[config.mk]
export PLATFORM = sky130hd
export DESIGN_NAME = image_shear_stream
export DESIGN_NICKNAME = d
export VERILOG_FILES = /design/src/rtl/image_shear_stream.sv
export SDC_FILE = /design/constraint.sdc
export NUM_CORES = 2
export LEC_CHECK = 0
export ABC_AREA = 1
export BUFFER_PORTS_ARGS = -buffer_cell sky130_fd_sc_hd__buf_2
export CORE_AREA = 4 4 567 569
export CTS_CLUSTER_DIAMETER = 200
export DETAILED_ROUTE_END_ITERATION = 6
export DIE_AREA = 0 0 571 573
export PLACE_DENSITY = 0.56
export RECOVER_POWER = 25
export SLEW_MARGIN = 20
export SYNTH_ARGS = -nofsm -noshare
export SYNTH_HDL_FRONTEND = slang
export SYNTH_SLANG_ARGS = --single-unit
[constraint.sdc]
create_clock -name clk -period 3.38 [get_ports clk]
set_input_delay 0.507 -clock clk [delete_from_list [all_inputs] [get_ports clk]]
set_output_delay 0.507 -clock clk [all_outputs]
set_load 0.005 [all_outputs]
[src/rtl/image_shear_stream.sv]
// Streaming frame shear engine: buffers one ROWS x COLS frame, then emits the sheared raster by inverse mapping.
// Optional macro SHEAR_NEG_EN makes the shear factor two's complement and anchors negative shears inside the output.
module image_shear_stream #(
  parameter int ROWS    = 16,
  parameter int COLS    = 16,
  parameter int DATA_W  = 8,
  parameter int SH_FRAC = 8,
  parameter int SH_W    = 10,
  parameter int MAX_EXT = 32,
  parameter int FILL    = 0
) (
  input  logic              clk,
  input  logic              rst_n,
  input  logic              start,
  input  logic [1:0]        mode,
  input  logic [SH_W-1:0]   shear,
  output logic              busy,
  output logic              cfg_err,
  input  logic              in_valid,
  output logic              in_ready,
  input  logic [DATA_W-1:0] in_data,
  output logic              out_valid,
  input  logic              out_ready,
  output logic [DATA_W-1:0] out_data,
  output logic              out_eol,
  output logic              out_eof,
  output logic [15:0]       out_rows,
  output logic [15:0]       out_cols
);

  localparam int NPIX  = ROWS * COLS;
  localparam int AW    = (NPIX > 1) ? $clog2(NPIX) : 1;
  localparam int ACC_W = SH_W + 16;
  localparam int CW    = ACC_W + 2;
  localparam logic signed [CW-1:0] ROWS_S = CW'(ROWS);
  localparam logic signed [CW-1:0] COLS_S = CW'(COLS);

  typedef enum logic [1:0] {S_IDLE, S_LOAD, S_EMIT} state_t;
  typedef enum logic [1:0] {M_BYP = 2'd0, M_HOR = 2'd1, M_VER = 2'd2} mode_t;

  state_t             r_state, w_state_nx;
  mode_t              r_mode;
  logic [SH_W-1:0]    r_mag;
  logic               r_neg;
  logic [AW-1:0]      r_in_cnt;
  logic [15:0]        r_ext, r_rows, r_cols, r_oi, r_oj;
  logic [ACC_W-1:0]   r_acc;
  logic               r_gen_done, r_cfg_err;
  logic               r_out_valid, r_out_eol, r_out_eof;
  logic [DATA_W-1:0]  r_out_data;
  logic [DATA_W-1:0]  r_mem [NPIX];

  logic [SH_W-1:0]    w_mag_in;
  logic               w_neg_in;

`ifdef SHEAR_NEG_EN
  assign w_neg_in = shear[SH_W-1];
  assign w_mag_in = w_neg_in ? (~shear + SH_W'(1)) : shear;
`else
  assign w_neg_in = 1'b0;
  assign w_mag_in = shear;
`endif

  // Extent from the latched magnitude; the product is floored by dropping the fraction bits.
  logic [ACC_W-1:0] w_prod, w_ext;
  logic             w_over;
  logic [15:0]      w_rows, w_cols;

  // NOTE: every always_comb output gets a default first so no path leaves it unassigned (no latch).
  always_comb begin
    w_prod = '0;
    case (r_mode)
      M_HOR:   w_prod = ACC_W'(ROWS - 1) * ACC_W'(r_mag);
      M_VER:   w_prod = ACC_W'(COLS - 1) * ACC_W'(r_mag);
      default: w_prod = '0;
    endcase
  end

  assign w_ext  = w_prod >> SH_FRAC;
  assign w_over = (w_ext > ACC_W'(MAX_EXT));

  always_comb begin
    w_rows = 16'(ROWS);
    w_cols = 16'(COLS);
    if (r_mode == M_HOR) w_cols = 16'(COLS) + 16'(w_ext);
    if (r_mode == M_VER) w_rows = 16'(ROWS) + 16'(w_ext);
  end

  logic w_in_hs, w_last_in, w_out_hs, w_load, w_eol, w_eof;
  assign w_in_hs   = in_valid && (r_state == S_LOAD);
  assign w_last_in = w_in_hs && (r_in_cnt == AW'(NPIX - 1));
  assign w_out_hs  = r_out_valid && out_ready;
  assign w_load    = (r_state == S_EMIT) && !r_gen_done && (!r_out_valid || out_ready);
  assign w_eol     = (r_oj == r_cols - 16'd1);
  assign w_eof     = w_eol && (r_oi == r_rows - 16'd1);

  // Inverse mapping of the current output coordinate to a signed source coordinate.
  logic [ACC_W-1:0]      w_off_u;
  logic signed [CW-1:0]  w_off, w_oi_s, w_oj_s, w_ext_s, w_si, w_sj;
  logic                  w_in_range;
  logic [AW-1:0]         w_addr;
  logic [DATA_W-1:0]     w_pix;

  assign w_off_u = r_acc >> SH_FRAC;
  assign w_off   = signed'(CW'(w_off_u));
  assign w_oi_s  = signed'(CW'(r_oi));
  assign w_oj_s  = signed'(CW'(r_oj));
  assign w_ext_s = signed'(CW'(r_ext));

  always_comb begin
    w_si = w_oi_s;
    w_sj = w_oj_s;
    case (r_mode)
      M_HOR:   w_sj = r_neg ? (w_oj_s - w_ext_s + w_off) : (w_oj_s - w_off);
      M_VER:   w_si = r_neg ? (w_oi_s - w_ext_s + w_off) : (w_oi_s - w_off);
      default: ;
    endcase
  end

  assign w_in_range = (w_si >= 0) && (w_si < ROWS_S) && (w_sj >= 0) && (w_sj < COLS_S);
  assign w_addr     = AW'(w_si * COLS_S + w_sj);
  assign w_pix      = w_in_range ? r_mem[w_addr] : DATA_W'(FILL);

  // NOTE: the frame buffer is not reset; every location is written in LOAD before EMIT reads it.
  always_ff @(posedge clk) begin
    if (w_in_hs) r_mem[r_in_cnt] <= in_data;
  end

  always_comb begin
    w_state_nx = r_state;
    case (r_state)
      S_IDLE:  if (start) w_state_nx = S_LOAD;
      S_LOAD:  if (w_last_in) w_state_nx = w_over ? S_IDLE : S_EMIT;
      S_EMIT:  if (w_out_hs && r_out_eof) w_state_nx = S_IDLE;
      default: w_state_nx = S_IDLE;
    endcase
  end

  // NOTE: sequential state uses non-blocking assignments so all registers update from pre-edge values.
  always_ff @(posedge clk or negedge rst_n) begin
    if (!rst_n) r_state <= S_IDLE;
    else        r_state <= w_state_nx;
  end

  always_ff @(posedge clk or negedge rst_n) begin
    if (!rst_n) begin
      r_mode      <= M_BYP;
      r_mag       <= '0;
      r_neg       <= 1'b0;
      r_in_cnt    <= '0;
      r_ext       <= '0;
      r_rows      <= '0;
      r_cols      <= '0;
      r_oi        <= '0;
      r_oj        <= '0;
      r_acc       <= '0;
      r_gen_done  <= 1'b0;
      r_cfg_err   <= 1'b0;
      r_out_valid <= 1'b0;
      r_out_data  <= '0;
      r_out_eol   <= 1'b0;
      r_out_eof   <= 1'b0;
    end else begin
      if ((r_state == S_IDLE) && start) begin
        case (mode)
          2'd1:    r_mode <= M_HOR;
          2'd2:    r_mode <= M_VER;
          default: r_mode <= M_BYP;
        endcase
        r_mag     <= w_mag_in;
        r_neg     <= w_neg_in;
        r_cfg_err <= 1'b0;
        r_in_cnt  <= '0;
      end

      if (r_state == S_LOAD) begin
        r_ext      <= 16'(w_ext);
        r_rows     <= w_rows;
        r_cols     <= w_cols;
        r_oi       <= '0;
        r_oj       <= '0;
        r_acc      <= '0;
        r_gen_done <= 1'b0;
      end
      if (w_in_hs)               r_in_cnt  <= r_in_cnt + AW'(1);
      if (w_last_in && w_over)   r_cfg_err <= 1'b1;

      // Output register: refill when empty or when the held pixel is taken.
      if (w_load) begin
        r_out_valid <= 1'b1;
        r_out_data  <= w_pix;
        r_out_eol   <= w_eol;
        r_out_eof   <= w_eof;
        if (w_eof) r_gen_done <= 1'b1;
        if (w_eol) begin
          r_oj <= '0;
          r_oi <= r_oi + 16'd1;
          if (r_mode == M_HOR) r_acc <= r_acc + ACC_W'(r_mag);
          if (r_mode == M_VER) r_acc <= '0;
        end else begin
          r_oj <= r_oj + 16'd1;
          if (r_mode == M_VER) r_acc <= r_acc + ACC_W'(r_mag);
        end
      end else if (w_out_hs) begin
        r_out_valid <= 1'b0;
      end
    end
  end

  assign busy      = (r_state != S_IDLE);
  assign in_ready  = (r_state == S_LOAD);
  assign cfg_err   = r_cfg_err;
  assign out_valid = r_out_valid;
  assign out_data  = r_out_data;
  assign out_eol   = r_out_eol;
  assign out_eof   = r_out_eof;
  assign out_rows  = r_rows;
  assign out_cols  = r_cols;

endmodule

# Word level (Yosys, flattened, before mapping)
# Memories as Yosys holds them, arrays and structs flattened.
# Index checks and enable logic that the tools add are counted.
# word_totals
regBits	125
ram_bits	2048
inputBits	25
out_inout_bits	46
wordCells	102
n_memories	1
# op_classes
add_sub_neg	10
n_mul	1
magnitude_cmp	5
eq_ne	12
muxes	35
reduce_logical	23
# mem_list
name	words	width	rd	rd_clocked_by_memory_dff	wr	line	rtl
r_mem	256	8	1	0	1	51	logic [DATA_W-1:0] r_mem [NPIX];
# ops
op	n
2-to-1 mux 26 bit	6
2-to-1 mux 16 bit	8
greater-or-equal comparator 28 x 1 -> 1 bit (second input constant)	2
< comparator 28 x 6 -> 1 bit (second input constant)	2
2-to-1 mux 28 bit	2
subtractor 16 x 18 -> 19 bit	2
adder 16 x 1 -> 16 bit (second input constant)	2
== test 16 bit	2
subtractor 16 x 1 -> 16 bit (second input constant)	2
adder 26 x 10 -> 26 bit	1
2-to-1 mux 8 bit	3
greater-than comparator 18 x 6 -> 1 bit (second input constant)	1
adder 5 x 16 -> 16 bit (first input constant)	1
multiplier 4 x 10 -> 14 bit (first input constant)	1
2-to-1 mux 14 bit	1
logical AND 1 bit	12
nonzero test 2 bit	5
2-to-1 mux 1 bit	9
adder 8 x 1 -> 8 bit (second input constant)	1
adder 8 bit	1
== test 8 bit (second input constant)	1
2-to-1 mux 2 bit	4
== test 2 x 1 -> 1 bit (second input constant)	3
== test 2 bit (second input constant)	3
other kinds (9)	11

# Longest topological paths before layout
# logic_depth
ltp_word	7
ltp_mapped	26
ltp_nobuf	26

# Worst setup path before layout
# OpenSTA, ideal clock, no wires.
# synth_path
path_kind	reg2reg
from	reg r_mag[7]
to	reg r_state[1]
setup_time_ns	0.126
arrival_time_ns	3.442
required_ns	3.254
setup_slack_ns	-0.188
path_stages_with_launch	26
n_path_buf	0
synth_period_minus_slack_ns	3.568
path_cell_list	dfrtp_1 inv_1 fa_1 fa_1 inv_1 ha_1 a21o_1 a21oi_1 nand2_1 nand2_1 nand2_1 nand2_1 nand2_1 nand2_1 nand2_1 nand2_1 nand2_1 nor2_1 inv_1 ha_1 nand2_1 inv_1 nand4_1 nand2_1 nand2_1 o21ai_0
# synth_between
elab_chain_len	6
# synth_rtl
item	line	rtl
start, declared	43	logic [SH_W-1:0] r_mag;
start signal, assigned	170	r_mag <= w_mag_in;
multiplier 4 x 10 -> 14 bit	73, 74	
2-to-1 mux 14 bit	--	
greater-than comparator 18 x 6 -> 1 bit	80	assign w_over = (w_ext > ACC_W'(MAX_EXT));
2-to-1 mux 2 bit (2 in series)	133	S_LOAD: if (w_last_in) w_state_nx = w_over ? S_IDLE : S_EMIT;
case mux 2 bit (3 select lines)	131	case (r_state)
end signal, assigned	142	else r_state <= w_state_nx;
end, declared	41	state_t r_state, w_state_nx;
# No other way between the ends. The select of a mux whose other input is x is not followed.
# A chain may end at the register's enable or synchronous reset.

# Worst setup path after layout
# layout_path
from	in in_data[6]
to	mem r_mem[170][6], data pin
# layout_rtl
item	line	rtl
start, declared	21	input logic [DATA_W-1:0] in_data,
end, declared	51	
# Straight into the memory's write port.

==> impl_metrics.csv <==
group,metric,value,unit
power,internal_power,48.8,mW
route,drt_iter0_markers,7113,
yosys,synth-seq-cells,2155,
worst_setup_path,reg2regPathDepth,25,
sta,setup_viol,20,
worst_setup_path,path_cells,"clkbuf_1 -> buf_6",
yosys,synthTopCellsByArea,"edfxtp_1 65%, nand3_1 11%, nand2_1 10%",
power,p_leak,41.3,nW
worst_setup_path,max_stage_delay,2.59,ns
global_route,antenna_found_initial,6,
worst_setup_path,path_max_fanout,70,
floorplan,dieHeight,573,um
sta,max_freq,293,MHz
power,power_frac_seq,0.430,
floorplan,die_w,571,um
route,wl_per_cell,21.4,um
yosys,async_flop_share,0.0497,
power,power_switching,20.2,mW
run_status,outcome,"finished, violations left",
global_route,grt_pass1_vias,65579,
global_route,track_usage,0.169,
yosys,synth_common_cells,"2594 x nand2_1, 2057 x nand3_1, 2048 x edfxtp_1, 434 x nor2_1, 394 x inv_1",
sta,hold_viol,0,
hold_path,min_to,"r_in_cnt[2]$_DFFE_PN0P_",
worst_setup_path,cp.arrival,3.96,ns
hold_path,hp-class,"in -> reg",
power,clockPowerShare,0.351,
clock_network,clock_latency,0.92,ns
sta,worst_pin_slew,3.76,ns
global_route,overflow,0,
floorplan,rows,207,
route,routed-via-count,68483,
worst_setup_path,start_kind,"primary input",
sta,final_max_slew_viol_count,918,
yosys,synth_ff_type,"edfxtp_1",
cells_and_area,fin_nets,9403,
route,dr.pass1.iters,6,
clock_network,cts_buffers,224,
power,p_per_area,611,mW/mm2
worst_setup_path,cpMaxStageDelayCell,"clkbuf_1",
sta,period_needed,3.42,ns
yosys,synth.most_common_cell,"nand2_1",
worst_setup_path,required,3.92,ns
cells_and_area,antennaDiodeCount,0,
run_status,violations,"max-capacitance violations, max-slew violations, negative setup slack",
floorplan,ios,71,
worst_setup_path,rr_endpoint,"r_state[1]$_DFFE_PN0P_",
sta,holdWs,0.236,ns
clock_network,path_clk_slew,0.07,ns
yosys,synth_cell_types,48,
yosys,synth_edf_count,2048,
placed_design,place.gp.congestion,0.926,
cells_and_area,drive_above_1_share,0.138,
route,routed_wl,292,mm
sta,period_share,1.01,
yosys,ys_seq_area_frac,0.679,
global_route,grt_first_pass_wirelength,425,mm
worst_setup_path,end_kind,"register",
job,drv_cap,14,
route,drc_errors,0,
cells_and_area,num-fill-cells,30864,
worst_setup_path,rrSetupSlack,-0.02,ns
power,switching_share,0.293,
power,combPwrFrac,0.219,
yosys,synthCells,8761,
sta,fin_skew,0.125,ns
clock_network,cts_tree,"yes",
clock_network,clock_sinks,2155,
clock_network,cts_htree_levels,4,
floorplan,start_util,0.299,
worst_setup_path,cp_num_cells,2,
yosys,synth_top_area_frac,0.650,
hold_path,hold_depth,4,
yosys,syn-cell-area,0.0946,mm2
yosys,synth.avg_cell_area,10.8,um2
global_route,grt_max_degree,88,
worst_setup_path,r2r_start,"r_mag[4]$_DFFE_PN0P_",
sta,rsz0062_at_grt,"yes",
clock_network,clockBufferDepth,4,
placed_design,hpwl,185,mm
sta,fin_ws,-0.0370,ns
cells_and_area,areaGrowthSynthToFinish,19.5,%
route,antenna_left,0,
hold_path,hp-start,"in_valid",
power,total_power,69.0,mW
floorplan,die_area,0.327,mm2
yosys,synth_top_cell_by_area,"edfxtp_1",
placed_design,io_buffers,52,
sta,relSlewSlack,-1.51,
worst_setup_path,critPathBufInv,2,
worst_setup_path,crit_type,"in -> reg",
floorplan,coreArea,0.317,mm2
yosys,yosysWarnings,0,
clock_network,cts_root_buf,"clkbuf_16",
power,irDropWorstVdd,618,uV
route,viasPerCell,5.02,
worst_setup_path,cp_top_family,"buffers and inverters",
## worst max path at each step
| stage | start | end | slack [ns] |
|---|---|---|---|
| CTS | r_mag[6]$_DFFE_PN0P_ | r_state[1]$_DFFE_PN0P_ | -0.06 |
| global route | r_mag[4]$_DFFE_PN0P_ | r_state[1]$_DFFE_PN0P_ | -0.25 |
| floorplan | r_mag[1]$_DFFE_PN0P_ | r_state[1]$_DFFE_PN0P_ | -0.04 |
| finish | in_data[6] | r_mem[170][6]$_DFFE_PP_ | -0.04 |
| global placement | r_oj[0]$_DFFE_PN0P_ | out_data[3]$_DFFE_PN0P_ | -0.38 |
| detailed placement | r_oj[0]$_DFFE_PN0P_ | out_data[6]$_DFFE_PN0P_ | -0.36 |
## metrics by stage
stage	util	std cells	setup WS [ns]	setup TNS [ns]	instance area, um2
floorplan	-	8778	-0.0371	-0.0371	94700
global placement	0.328	13149	-0.382	-3.84	104000
detailed placement	0.328	13149	-0.360	-2.67	104000
CTS	0.352	13580	-0.0649	-0.152	111000
global route	0.357	13636	-0.245	-17.79	113000
finish	0.357	13636	-0.0370	-0.492	113000
## metal layers
layer / vias up / GRT usage / part of all wire
met4: 0 / 0.0602 / 0.038
met1: 33676 / 0.234 / 0.42
met3: 516 / 0.0237 / 0.075
met2: 2824 / 0.271 / 0.46
met5: - / 0 / 0
li1: 31467 / - / -
## cells by family (layout without fill, tap and decap cells)
family,count (synthesis),in the layout,share of synthesized area
AND/OR/NAND/NOR,5185,5185,0.236
flip-flops,2155,2155,0.679
other,1,18,0.0000397
AO/OA/AOI/OAI,323,323,0.0194
XOR/XNOR,60,60,0.00564
adder cells (fa/ha/maj),96,96,0.0143
buffers and inverters,941,1619,0.0463
## cells in the final DEF, fill, tap and decap left out, drive strengths merged, types with 2 or more instances in the layout
cell type    Yosys  final
nand2         2600   2600
nand3         2058   2058
edfxtp        2048   2048
buf            418    750
nor2           437    437
inv            402    406
clkbuf         116    318
o21ai          157    157
dfrtp          107    107
clkinv           5     96
ha              76     76
a21oi           68     68
xor2            43     43
nor3            40     40
o22ai           36     36
o211ai          33     33
nand4           23     23
bufinv           0     20
fa              20     20
conb             1     18
xnor2           17     17
dlygate4sd3      0     16
clkinvlp         0     12
nand3b          11     11
nor4            10     10
o21bai          10     10
a21o             4      4
a22oi            3      3
and3             2      2
o31ai            2      2
a31oi            2      2
and2             2      2
or2              2      2
o32ai            2      2
o2111ai          2      2
## worst reg2reg max path: cells and delay by family, from the launching register on
family          cells  cell delay (ns)
fa+ha+maj           4             1.36
compound gates      3             0.38
flops               1             0.38
buf+inv             4             0.25
simple gates       14             0.95
## power groups by stage
stage | logic [mW] | clock network [mW] | registers (mW)
4_1_cts | 14.0 | 24.6 | 29.6
6_report | 15.1 | 24.2 | 29.7
2_1_floorplan | 7.61 | 0 | 30.2
3_3_place_gp | 13.4 | 0 | 30.2
5_1_grt | 16.4 | 25.8 | 29.7
3_5_place_dp | 13.5 | 0 | 30.2
## final cells by class
class | count | area [um2] | share of cell area
sequential | 2155 | 64200 | 0.568
multi-input combinational | 5682 | 27000 | 0.239
timing repair buffer | 810 | 7910 | 0.0700
clock buffer | 275 | 5850 | 0.0518
tap | 4180 | 5230 | 0.0463
inverter | 407 | 1590 | 0.0140
clock inverter | 125 | 1230 | 0.0109
timing repair inverter | 2 | 21.3 | 0.000188
## flip-flops by register name, indices dropped and copies added, names as in the netlist, 2 cells and up
signal    count
r_oi         16
out_rows      7
r_oj         16
r_state       2
r_acc        26
out_data      8
r_mag        10
r_in_cnt      8
out_cols      7
r_mode        2
r_mem      2048
## timing repair
action                     in CTS  in global routing
gates cloned                    3                 21
hold endpoints to repair       64                  0
resized for setup              43                199
setup buffers                  12                 35
setup endpoints to repair      12                 16
pin swaps                      13                 33
hold buffers                   16                  0
Power figures use the tool's default switching activity.
